==> config.mk <==
export PLATFORM = sky130hd
export DESIGN_NAME = clk_period_monitor
export DESIGN_NICKNAME = d
export VERILOG_FILES = /design/src/rtl/clk_period_monitor.sv
export SDC_FILE = /design/constraint.sdc
export NUM_CORES = 1
export LEC_CHECK = 0
export BUFFER_PORTS_ARGS = -buffer_cell sky130_fd_sc_hd__buf_2
export CORE_MARGIN = 3
export CORE_UTILIZATION = 60
export CTS_CLUSTER_DIAMETER = 40
export CTS_CLUSTER_SIZE = 16
export DETAILED_ROUTE_END_ITERATION = 7
export GPL_TIMING_DRIVEN = 0
export PLACE_DENSITY = 0.92
export SLEW_MARGIN = 10
export SYNTH_ARGS = -nofsm -noshare
export SYNTH_HDL_FRONTEND = slang
export SYNTH_SLANG_ARGS = --single-unit
==> constraint.sdc <==
create_clock -name clk -period 3.8 [get_ports clk]
set_input_delay 0.95 -clock clk [delete_from_list [all_inputs] [get_ports clk]]
set_output_delay 0.95 -clock clk [all_outputs]
set_load 0.005 [all_outputs]
==> src/rtl/clk_period_monitor.sv <==
// Measures the divided slow-clock period in clk cycles, checks it against a
// tolerance window and flags a stalled clock after TIMEOUT cycles without an edge.
module clk_period_monitor #(
   parameter int unsigned EXP_PERIOD = 50000,
   parameter int unsigned TOL        = 500,
   parameter int unsigned TIMEOUT    = 100000,
   parameter int unsigned CNT_W      = 17
) (
   input  logic             clk,
   input  logic             rst,
   input  logic             slow_clk,
   output logic [CNT_W-1:0] period,
   output logic             period_valid,
   output logic             in_range,
   output logic             lost
);

   localparam logic [CNT_W-1:0] TMO = CNT_W'(TIMEOUT);
   // Window bounds held one bit wider than 32 so neither bound can wrap.
   localparam logic [32:0] LO_B = (EXP_PERIOD >= TOL) ? 33'(EXP_PERIOD - TOL) : 33'd0;
   localparam logic [32:0] HI_B = 33'(EXP_PERIOD) + 33'(TOL);

   typedef enum logic {IDLE, MEASURE} state_t;

   state_t           state_q, state_d;
   logic             sync1, sync2, prev;
   logic [CNT_W-1:0] cnt;
   logic             rise, cnt_ok;
   logic [CNT_W-1:0] period_d;
   logic             pv_d, inr_d, lost_d;

   assign rise   = sync2 & ~prev;
   assign cnt_ok = (33'(cnt) >= LO_B) && (33'(cnt) <= HI_B);

   always_ff @(posedge clk) begin
      if (rst) begin
         sync1 <= 1'b0;
         sync2 <= 1'b0;
         prev  <= 1'b0;
      end else begin
         sync1 <= slow_clk;
         sync2 <= sync1;
         prev  <= sync2;
      end
   end

   // Free-running interval counter; saturation at TMO doubles as the stall detector.
   always_ff @(posedge clk) begin
      if (rst)              cnt <= '0;
      else if (rise)        cnt <= CNT_W'(1);
      else if (cnt != TMO)  cnt <= cnt + CNT_W'(1);
   end

   always_comb begin
      state_d  = state_q;
      period_d = period;
      pv_d     = 1'b0;
      inr_d    = in_range;
      lost_d   = lost;
      if (rise) begin
         // The first edge after IDLE only starts timing.
         state_d = MEASURE;
         if (state_q == MEASURE) begin
            period_d = cnt;
            pv_d     = 1'b1;
            inr_d    = cnt_ok;
            lost_d   = 1'b0;
         end
      end else if (cnt == TMO) begin
         state_d = IDLE;
         lost_d  = 1'b1;
         inr_d   = 1'b0;
      end
   end

   always_ff @(posedge clk) begin
      if (rst) begin
         state_q      <= IDLE;
         period       <= '0;
         period_valid <= 1'b0;
         in_range     <= 1'b0;
         lost         <= 1'b0;
      end else begin
         state_q      <= state_d;
         period       <= period_d;
         period_valid <= pv_d;
         in_range     <= inr_d;
         lost         <= lost_d;
      end
   end

endmodule

======== Word level (Yosys, flattened, before mapping) ========
Cells that the tools add are included.
word-level totals
  output and inout port bits .............. 20
  bits in registers ....................... 41
  logic and storage cells ................. 36
operators by class
  reductions and logical operators ........ 7
  multiplexer cells ....................... 10
  bitwise gates (word level) .............. 3
  eq/ne operators ......................... 3
  order comparisons ....................... 2
  add/subtract/negate cells ............... 1
operator list
  kind                                                                 number
  adder 17 x 1 -> 17 bit, second input constant                        1
  == test 17 bit, second input constant                                1
  greater-or-equal comparator 17 x 16 -> 1 bit, second input constant  1
  less-or-equal comparator 17 x 16 -> 1 bit, second input constant     1
  != test 17 bit, second input constant                                1
  two-way mux 1 bit                                                    10
  AND reduction 2 bit                                                  2
  nonzero test 2 bit                                                   2
  OR reduction 2 bit                                                   2
  != test 2 bit, second input constant                                 1
  inverter 1 bit                                                       2
  bitwise AND 1 bit                                                    1
  logical AND 1 bit                                                    1

======== Logic depth before layout (Yosys ltp) ========
Gate-level depths: netlist of the first run.
  word-level depth ........................ 4
  mapped depth ............................ 8
  gate-level depth less buffers ........... 7

======== Worst setup path after synthesis of the first run ========
Ideal clock, no wire load.
  path kind ............................... input port to flip-flop
  start ................................... in rst
  end ..................................... reg period[10]
  cell stages on the path ................. 4
  setup slack ............................. 1746 ps
  setup time .............................. 60 ps
  required time ........................... 3740 ps
  arrival ................................. 1995 ps
  cell sequence ........................... clkbuf_1 -> nor3b_2 -> clkbuf_1 -> a22o_1
RTL lines
  what                    line  source
  start: declaration      10    input logic rst,
  end signal: assignment  85    period <= period_d;
  end: declaration        12    output logic [CNT_W-1:0] period,

==> impl_metrics.json, run 1 <==
{
  "multiInputGateArea_sq_um": 798.3,
  "finish.instance_area_sq_um": 1919,
  "post-route-drc-count": 0,
  "timing.fmax_mhz": 504.5,
  "grt_antenna_before_repair": 0,
  "hold_path_class": "reg2reg",
  "wl_met1_mm": 1.668,
  "cts_buffers": 5,
  "crit_type": "in2reg",
  "synth_cell_types": 43,
  "numPortBuffers": 21,
  "synthArstFlopShare_pct": 0,
  "sw_frac_of_total_pct": 21.35,
  "status": "finished clean",
  "p_sw_uw": 162.9,
  "startpoint_type": "primary input",
  "crit_fanout": 10,
  "syn_to_final_growth_pct": 13.71,
  "ir_drop_mv": 0.3637,
  "dpl_cell_area_sq_um": 1831,
  "ys_seq_area_share_pct": 48.63,
  "drt_wl_total_mm": 3.660,
  "ant_nets": 0,
  "worst_pin_slew_ns": 0.6156,
  "syn_avg_cell_area_sq_um": 9.590,
  "rsz0062_at_grt": "false",
  "core_area_sq_um": 2567,
  "path_clk_slew_ns": 0.12,
  "ctsLongestPathBuffers": 2,
  "hpwl_mm": 2.596,
  "synth_fp_nets": 181,
  "drv_cap": 0,
  "io-pin-count": 23,
  "post_cts_resized": 0,
  "final_hold_viol_count": 0,
  "wl_met3_um": 197,
  "worst_hold_slack_ns": 0.4582,
  "diodes": 0,
  "synth_edf_count": 0,
  "grt_usage_pct": 23.17,
  "die_h_um": 59.04,
  "synth_top_area_share_pct": 48.63,
  "synth.most_common_cell": "dfxtp_1",
  "grt_max_degree": 14,
  "register_area_sq_um": 820.8,
  "drive_gt1_share_pct": 20.00,
  "placementRows": 18,
  "ys.flop_type": "dfxtp_1",
  "power_density_nw_per_um2": 397.4,
  "cts_setup_buffers": 0,
  "globalplace.congestion": 0.8165,
  "cts_tree": "built",
  "wl_met2_mm": 1.712,
  "skew_ns": 0.01147,
  "drt_iter0_drc": 75,
  "fin_util_pct": 74.76,
  "crit_path_end_kind": "flip-flop",
  "power_frac_comb_pct": 3.3,
  "power_frac_clock_pct": 39.1,
  "fin_crit_ns": 1.982,
  "synthTopCellsByCount": "dfxtp_1, a22o_1, nor2_1",
  "seqPwrFrac_pct": 57.6,
  "timing.final.crit_share_pct": 52.16,
  "finalSetupViolCount": 0,
  "synthCells": 176,
  "ctsHtreeMaxLevel": 2,
  "highest_layer": "met4",
  "maxSlewHeadroom_pct": 58.78,
  "p_int_uw": 599.9,
  "maxSlewViolCount": 0,
  "grt_pass1_wl_mm": 5.989,
  "num_vias": 1371,
  "initial_utilization_pct": 65.74,
  "yosys-top-cells-area": "dfxtp_1, a22o_1, xor2_1",
  "clock-root-buffer": "clkbuf_4",
  "wire_per_inst_um": 15.57,
  "ys_warn_count": 0,
  "vias_per_cell": 5.834,
  "grt_pass1_vias": 1242,
  "nets": 209,
  "yosys_register_bits": 41,
  "cts_hold_buf": 0,
  "clk_latency_ns": 0.36,
  "arrival_ns": 2.28,
  "die_w_um": 59.04,
  "finalPower_uw": 762.8,
  "die_area_sq_um": 3486,
  "fillerInstances": 210,
  "synth_area_leader_cell": "dfxtp_1",
  "synth_area_sq_um": 1688,
  "fin_setup_tns_ns": 0,
  "worst_ep_required_time_ns": 4.10,
  "cts_num_sinks": 41,
  "leakage_uw": 0.0007524,
  "drtPass1Iterations": 6,
  "overflow": 0
}
==> area by class of cell <==
cell class | count | share of cell area, %
inverter | 3 | 0.5867
clock inverter | 2 | 1.956
timing repair buffer | 21 | 5.476
multi-input combinational | 118 | 41.59
buffer | 14 | 2.999
clock buffer | 6 | 2.673
tap | 30 | 1.956
sequential | 41 | 42.76
==> critical path, stage by stage <==
cell      delay, ns
clkbuf_1       0.18
nor3b_2        0.58
clkbuf_1       0.37
a22o_1         0.20
==> state kept, by name, summed over array words and instances (netlist names) <==
name and flops:
sync1 1, state_q 1, lost 1, cnt 17
in_range 1, period 17, period_valid 1, sync2 1
prev 1
==> through the flow <==
stage               instances  setup WS (ns)
detailed placement        227          1.453
floorplan                 176          1.746
global placement          227          1.523
global route              235          1.704
finish                    235          1.818
CTS                       235          1.848
==> kinds of logic (layout without fill, tap and decap cells) <==
| family | after synthesis | after routing | synth area share [%] |
|---|---|---|---|
| AND/OR/NAND/NOR | 63 | 63 | 21.57 |
| AO/OA/AOI/OAI | 41 | 41 | 17.94 |
| flip-flops | 41 | 41 | 48.63 |
| buffers and inverters | 17 | 46 | 4.077 |
| XOR/XNOR | 11 | 11 | 5.708 |
| adder cells (fa/ha/maj) | 2 | 2 | 1.482 |
| multiplexers | 1 | 1 | 0.5931 |
==> power groups by stage <==
| stage | Combinational [uW] | Sequential (uW) | Clock [uW] |
|---|---|---|---|
| after floorplan | 19.5 | 447 | 0 |
| after global placement | 24.3 | 448 | 0 |
| after detailed placement | 25.3 | 449 | 0 |
| after CTS | 25.4 | 439 | 299 |
| after global routing | 28.4 | 440 | 324 |
| final | 25.5 | 439 | 298 |
==> metal layers <==
metal / GRT usage [%] / vias up
met5: 0 / -
met4: 10.03 / 0
met3: 6.536 / 10
met2: 35.17 / 43
met1: 30.71 / 632
li1: - / 686
==> cell usage in the layout, fill, tap and decap left out, drive strengths merged, types with 2 or more instances in the layout <==
| master | instances |
|---|---|
| xor2 | 7 |
| ha | 2 |
| buf | 25 |
| nor4 | 4 |
| o21ai | 6 |
| a22o | 17 |
| nor2b | 4 |
| a21oi | 9 |
| nand3 | 7 |
| nand2 | 9 |
| nand2b | 3 |
| nor2 | 14 |
| nand3b | 2 |
| clkbuf | 16 |
| xnor2 | 4 |
| inv | 3 |
| nor3 | 3 |
| or3 | 7 |
| nand4 | 2 |
| dfxtp | 41 |
==> worst paths after layout <==
kind / slack, ns / cells past startpoint / startpoint / endpoint
setup / recovery: 1.82 / 4 / rst / period[12]$_SDFFE_PP0P_
hold / removal: 0.46 / 1 / sync1$_SDFF_PP0_ / sync2$_SDFF_PP0_
setup reg to reg: 1.93 / 6 / cnt[0]$_SDFFE_PP0P_ / cnt[10]$_SDFFE_PP0N_
hold reg to reg: 0.46 / 1 / sync1$_SDFF_PP0_ / sync2$_SDFF_PP0_
Power figures use the tool's default switching activity.
==> inputs of run 2 (changes only) <==
--- a/config.mk
+++ b/config.mk
@@ -5,14 +5,15 @@
 export SDC_FILE = /design/constraint.sdc
 export NUM_CORES = 1
 export LEC_CHECK = 0
+export ABC_AREA = 1
 export BUFFER_PORTS_ARGS = -buffer_cell sky130_fd_sc_hd__buf_2
 export CORE_MARGIN = 3
-export CORE_UTILIZATION = 60
+export CORE_UTILIZATION = 51
 export CTS_CLUSTER_DIAMETER = 40
 export CTS_CLUSTER_SIZE = 16
 export DETAILED_ROUTE_END_ITERATION = 7
 export GPL_TIMING_DRIVEN = 0
-export PLACE_DENSITY = 0.92
+export PLACE_DENSITY = 0.83
 export SLEW_MARGIN = 10
 export SYNTH_ARGS = -nofsm -noshare
 export SYNTH_HDL_FRONTEND = slang
==> constraint.sdc (replaced) <==
create_clock -name clk -period 1.7 [get_ports clk]
set_input_delay 0.425 -clock clk [delete_from_list [all_inputs] [get_ports clk]]
set_output_delay 0.425 -clock clk [all_outputs]
set_load 0.005 [all_outputs]
==> impl_metrics.json, run 2 <==
{
  "crit_type": "reg2reg",
  "finalSetupViolCount": 0,
  "worst_hold_slack_ns": 0.3266,
  "ctsLongestPathBuffers": 2,
  "synth_xor_area_share_pct": 1.380,
  "overflow": 0,
  "ant_nets": 0,
  "diodes": 0,
  "die_area_sq_um": 4503,
  "synthTopCellsByCount": "nand2_1, dfxtp_1, nor2_1",
  "ys_seq_area_share_pct": 43.10,
  "hold_path_class": "in2reg",
  "cp_cell_sequence": "clkinv_1 > nor3_1 > nand2_1 > o21ai_0 > a21oi_1",
  "synthAdderAreaFrac_pct": 1.314,
  "synth.most_common_cell": "nand2_1",
  "status": "finished clean",
  "drt_iter0_drc": 132,
  "timing.fmax_mhz": 680.7,
  "core_area_sq_um": 3468,
  "top_regs": "cnt (17), period (17)",
  "drtPass1Iterations": 4,
  "synth_area_leader_cell": "dfxtp_1",
  "grt_usage_pct": 22.66,
  "final_cell_mix": "nand2_1, dfxtp_1, nor2_1, nand3_1, inv_1",
  "nets": 299,
  "cpLargestDelayFamily": "simple AND/OR/NAND/NOR gates",
  "io-pin-count": 23,
  "grt_pass1_wl_mm": 7.721,
  "synth_fp_nets": 270,
  "yosys_register_bits": 41,
  "fillerInstances": 322,
  "skew_ns": 0.006354,
  "maxSlewHeadroom_pct": 62.10,
  "rsz0062_at_grt": "false",
  "placementRows": 21,
  "worst_ep_required_time_ns": 1.88,
  "cts_tree": "built",
  "grt_antenna_before_repair": 0,
  "ys_warn_count": 0,
  "ctsHtreeMaxLevel": 2,
  "synth_top_family_by_area": "simple AND/OR/NAND/NOR gates",
  "timing.final.ws_setup_ns": 0.2310,
  "cts_buffers": 5,
  "synth_area_sq_um": 1904,
  "drv_cap": 0,
  "fin_crit_ns": 1.469,
  "die_w_um": 67.11,
  "startpoint_type": "flip-flop",
  "timing.final.crit_share_pct": 86.41,
  "grt_pass1_vias": 1711,
  "drt_wl_total_mm": 4.476,
  "synth_edf_count": 0,
  "muxShareOfSynthArea_pct": 0,
  "globalplace.congestion": 0.8483,
  "num_vias": 1849,
  "yosys-top-cells-area": "dfxtp_1, nand2_1, nand3_1",
  "arrival_ns": 1.65,
  "dp_slack_ns": -0.09815,
  "initial_utilization_pct": 54.91,
  "clk_latency_ns": 0.30,
  "crit_fanout": 9,
  "synth-compound-area-share_pct": 11.24,
  "critPathBufInv": 1,
  "drive_gt1_share_pct": 15.93,
  "power_density_nw_per_um2": 850.3,
  "grt_max_degree": 14,
  "vias_per_cell": 5.422,
  "synthArstFlopShare_pct": 0,
  "synthSimpleGateAreaFrac_pct": 35.22,
  "crit_path_end_kind": "flip-flop",
  "post-route-drc-count": 0,
  "die_h_um": 67.11,
  "hpwl_mm": 3.286,
  "numPortBuffers": 22,
  "clock-root-buffer": "clkbuf_8",
  "syn_to_final_growth_pct": 15.11,
  "ys.flop_type": "dfxtp_1",
  "syn_avg_cell_area_sq_um": 7.186,
  "final_common_cell": "nand2_1",
  "leakage_uw": 0.0009775,
  "dp.cells": 333,
  "cts_num_sinks": 41,
  "ir_drop_mv": 0.3864,
  "synthCells": 265,
  "worst_pin_slew_ns": 0.5664,
  "crit_path_max_incr_delay_ns": 0.34,
  "cts_hold_buf": 0,
  "final_cells": 341,
  "synth_cell_types": 27,
  "maxSlewViolCount": 0,
  "wire_per_inst_um": 13.13,
  "synth_top_area_share_pct": 43.10,
  "final_hold_viol_count": 0,
  "slowest_stage": "dfxtp_1",
  "path_clk_slew_ns": 0.08,
  "fin_util_pct": 63.20
}
run 2: changes by cell type in the layout (fill, tap and decap cells not counted), moves of 5 or more:
| cell | delta |
|---|---|
| nor2_1 | +18 |
| inv_1 | +24 |
| clkbuf_4 | -5 |
| or3_1 | -5 |
| clkbuf_8 | +5 |
| nand2_1 | +42 |
| a22o_1 | -17 |
| o21ai_0 | +20 |
| nand3_1 | +22 |
| clkbuf_1 | -7 |
| nand4_1 | +9 |
| a21oi_1 | +8 |
run 2: layout make-up:
class / count / area [sq um] / share of cell area (%)
sequential: 41 / 820.8 / 37.44
timing repair buffer: 22 / 110.1 / 5.023
tap: 46 / 57.56 / 2.626
buffer: 7 / 31.28 / 1.427
inverter: 31 / 116.4 / 5.308
clock inverter: 2 / 37.54 / 1.712
multi-input combinational: 186 / 935.9 / 42.69
clock buffer: 6 / 82.58 / 3.767
run 2: cell families after synthesis:
logic type	count (synthesis)
and+or+nand+nor	139
AOI/OAI and AO/OA	42
DFF	41
buffers and inverters	38
xor gates and xnor gates	3
adders and majority gates	2
run 2: through the flow:
step           total power [uW]  TNS, ns  cell area, sq um
2_1_floorplan              1043        0              1904
3_3_place_gp               1062  -0.2890              2072
3_5_place_dp               1063  -0.5919              2072
4_1_cts                    1870        0              2192
5_1_grt                    1930        0              2192
6_report                   1864        0              2192
run 2: timing repair:
action | 4_1_cts | 5_1_grt
resized for setup | 0 | 1
endpoints found under the setup margin | 0 | 8
buffers inserted | 0 | 0
run 2: path summary, 6_finish.rpt:
kind | startpoint | to | slack, ns | cells after the start
worst max register to register | cnt[13]$_SDFFE_PP0N_ | cnt[15]$_SDFFE_PP0N_ | 0.23 | 5
worst min register to register | sync1$_SDFF_PP0_ | sync2$_SDFF_PP0_ | 0.40 | 2
worst min-delay path | slow_clk | sync1$_SDFF_PP0_ | 0.33 | 3
worst max-delay path | cnt[13]$_SDFFE_PP0N_ | cnt[15]$_SDFFE_PP0N_ | 0.23 | 5
run 2: worst min-delay path, stage by stage:
cell and delay (ns):
buf_2 0.09, inv_1 0.04, nor2_1 0.03
run 2: per-layer routing:
layer	wire length (um)	up-vias	share of wire (%)	global-route usage, %
met1	2025	818	45	29.22
li1	-	934	-	-
met5	0	-	0	0
met2	2014	79	45	35.71
met3	282	18	6.3	4.553
met4	153	0	3.4	11.39
run 2: power by group:
part / internal [uW] / switching [uW] / leakage (uW)
clock: 477 / 346 / 0.0000574
combinational: 18.5 / 44.2 / 0.000589
sequential: 970 / 8.67 / 0.000331
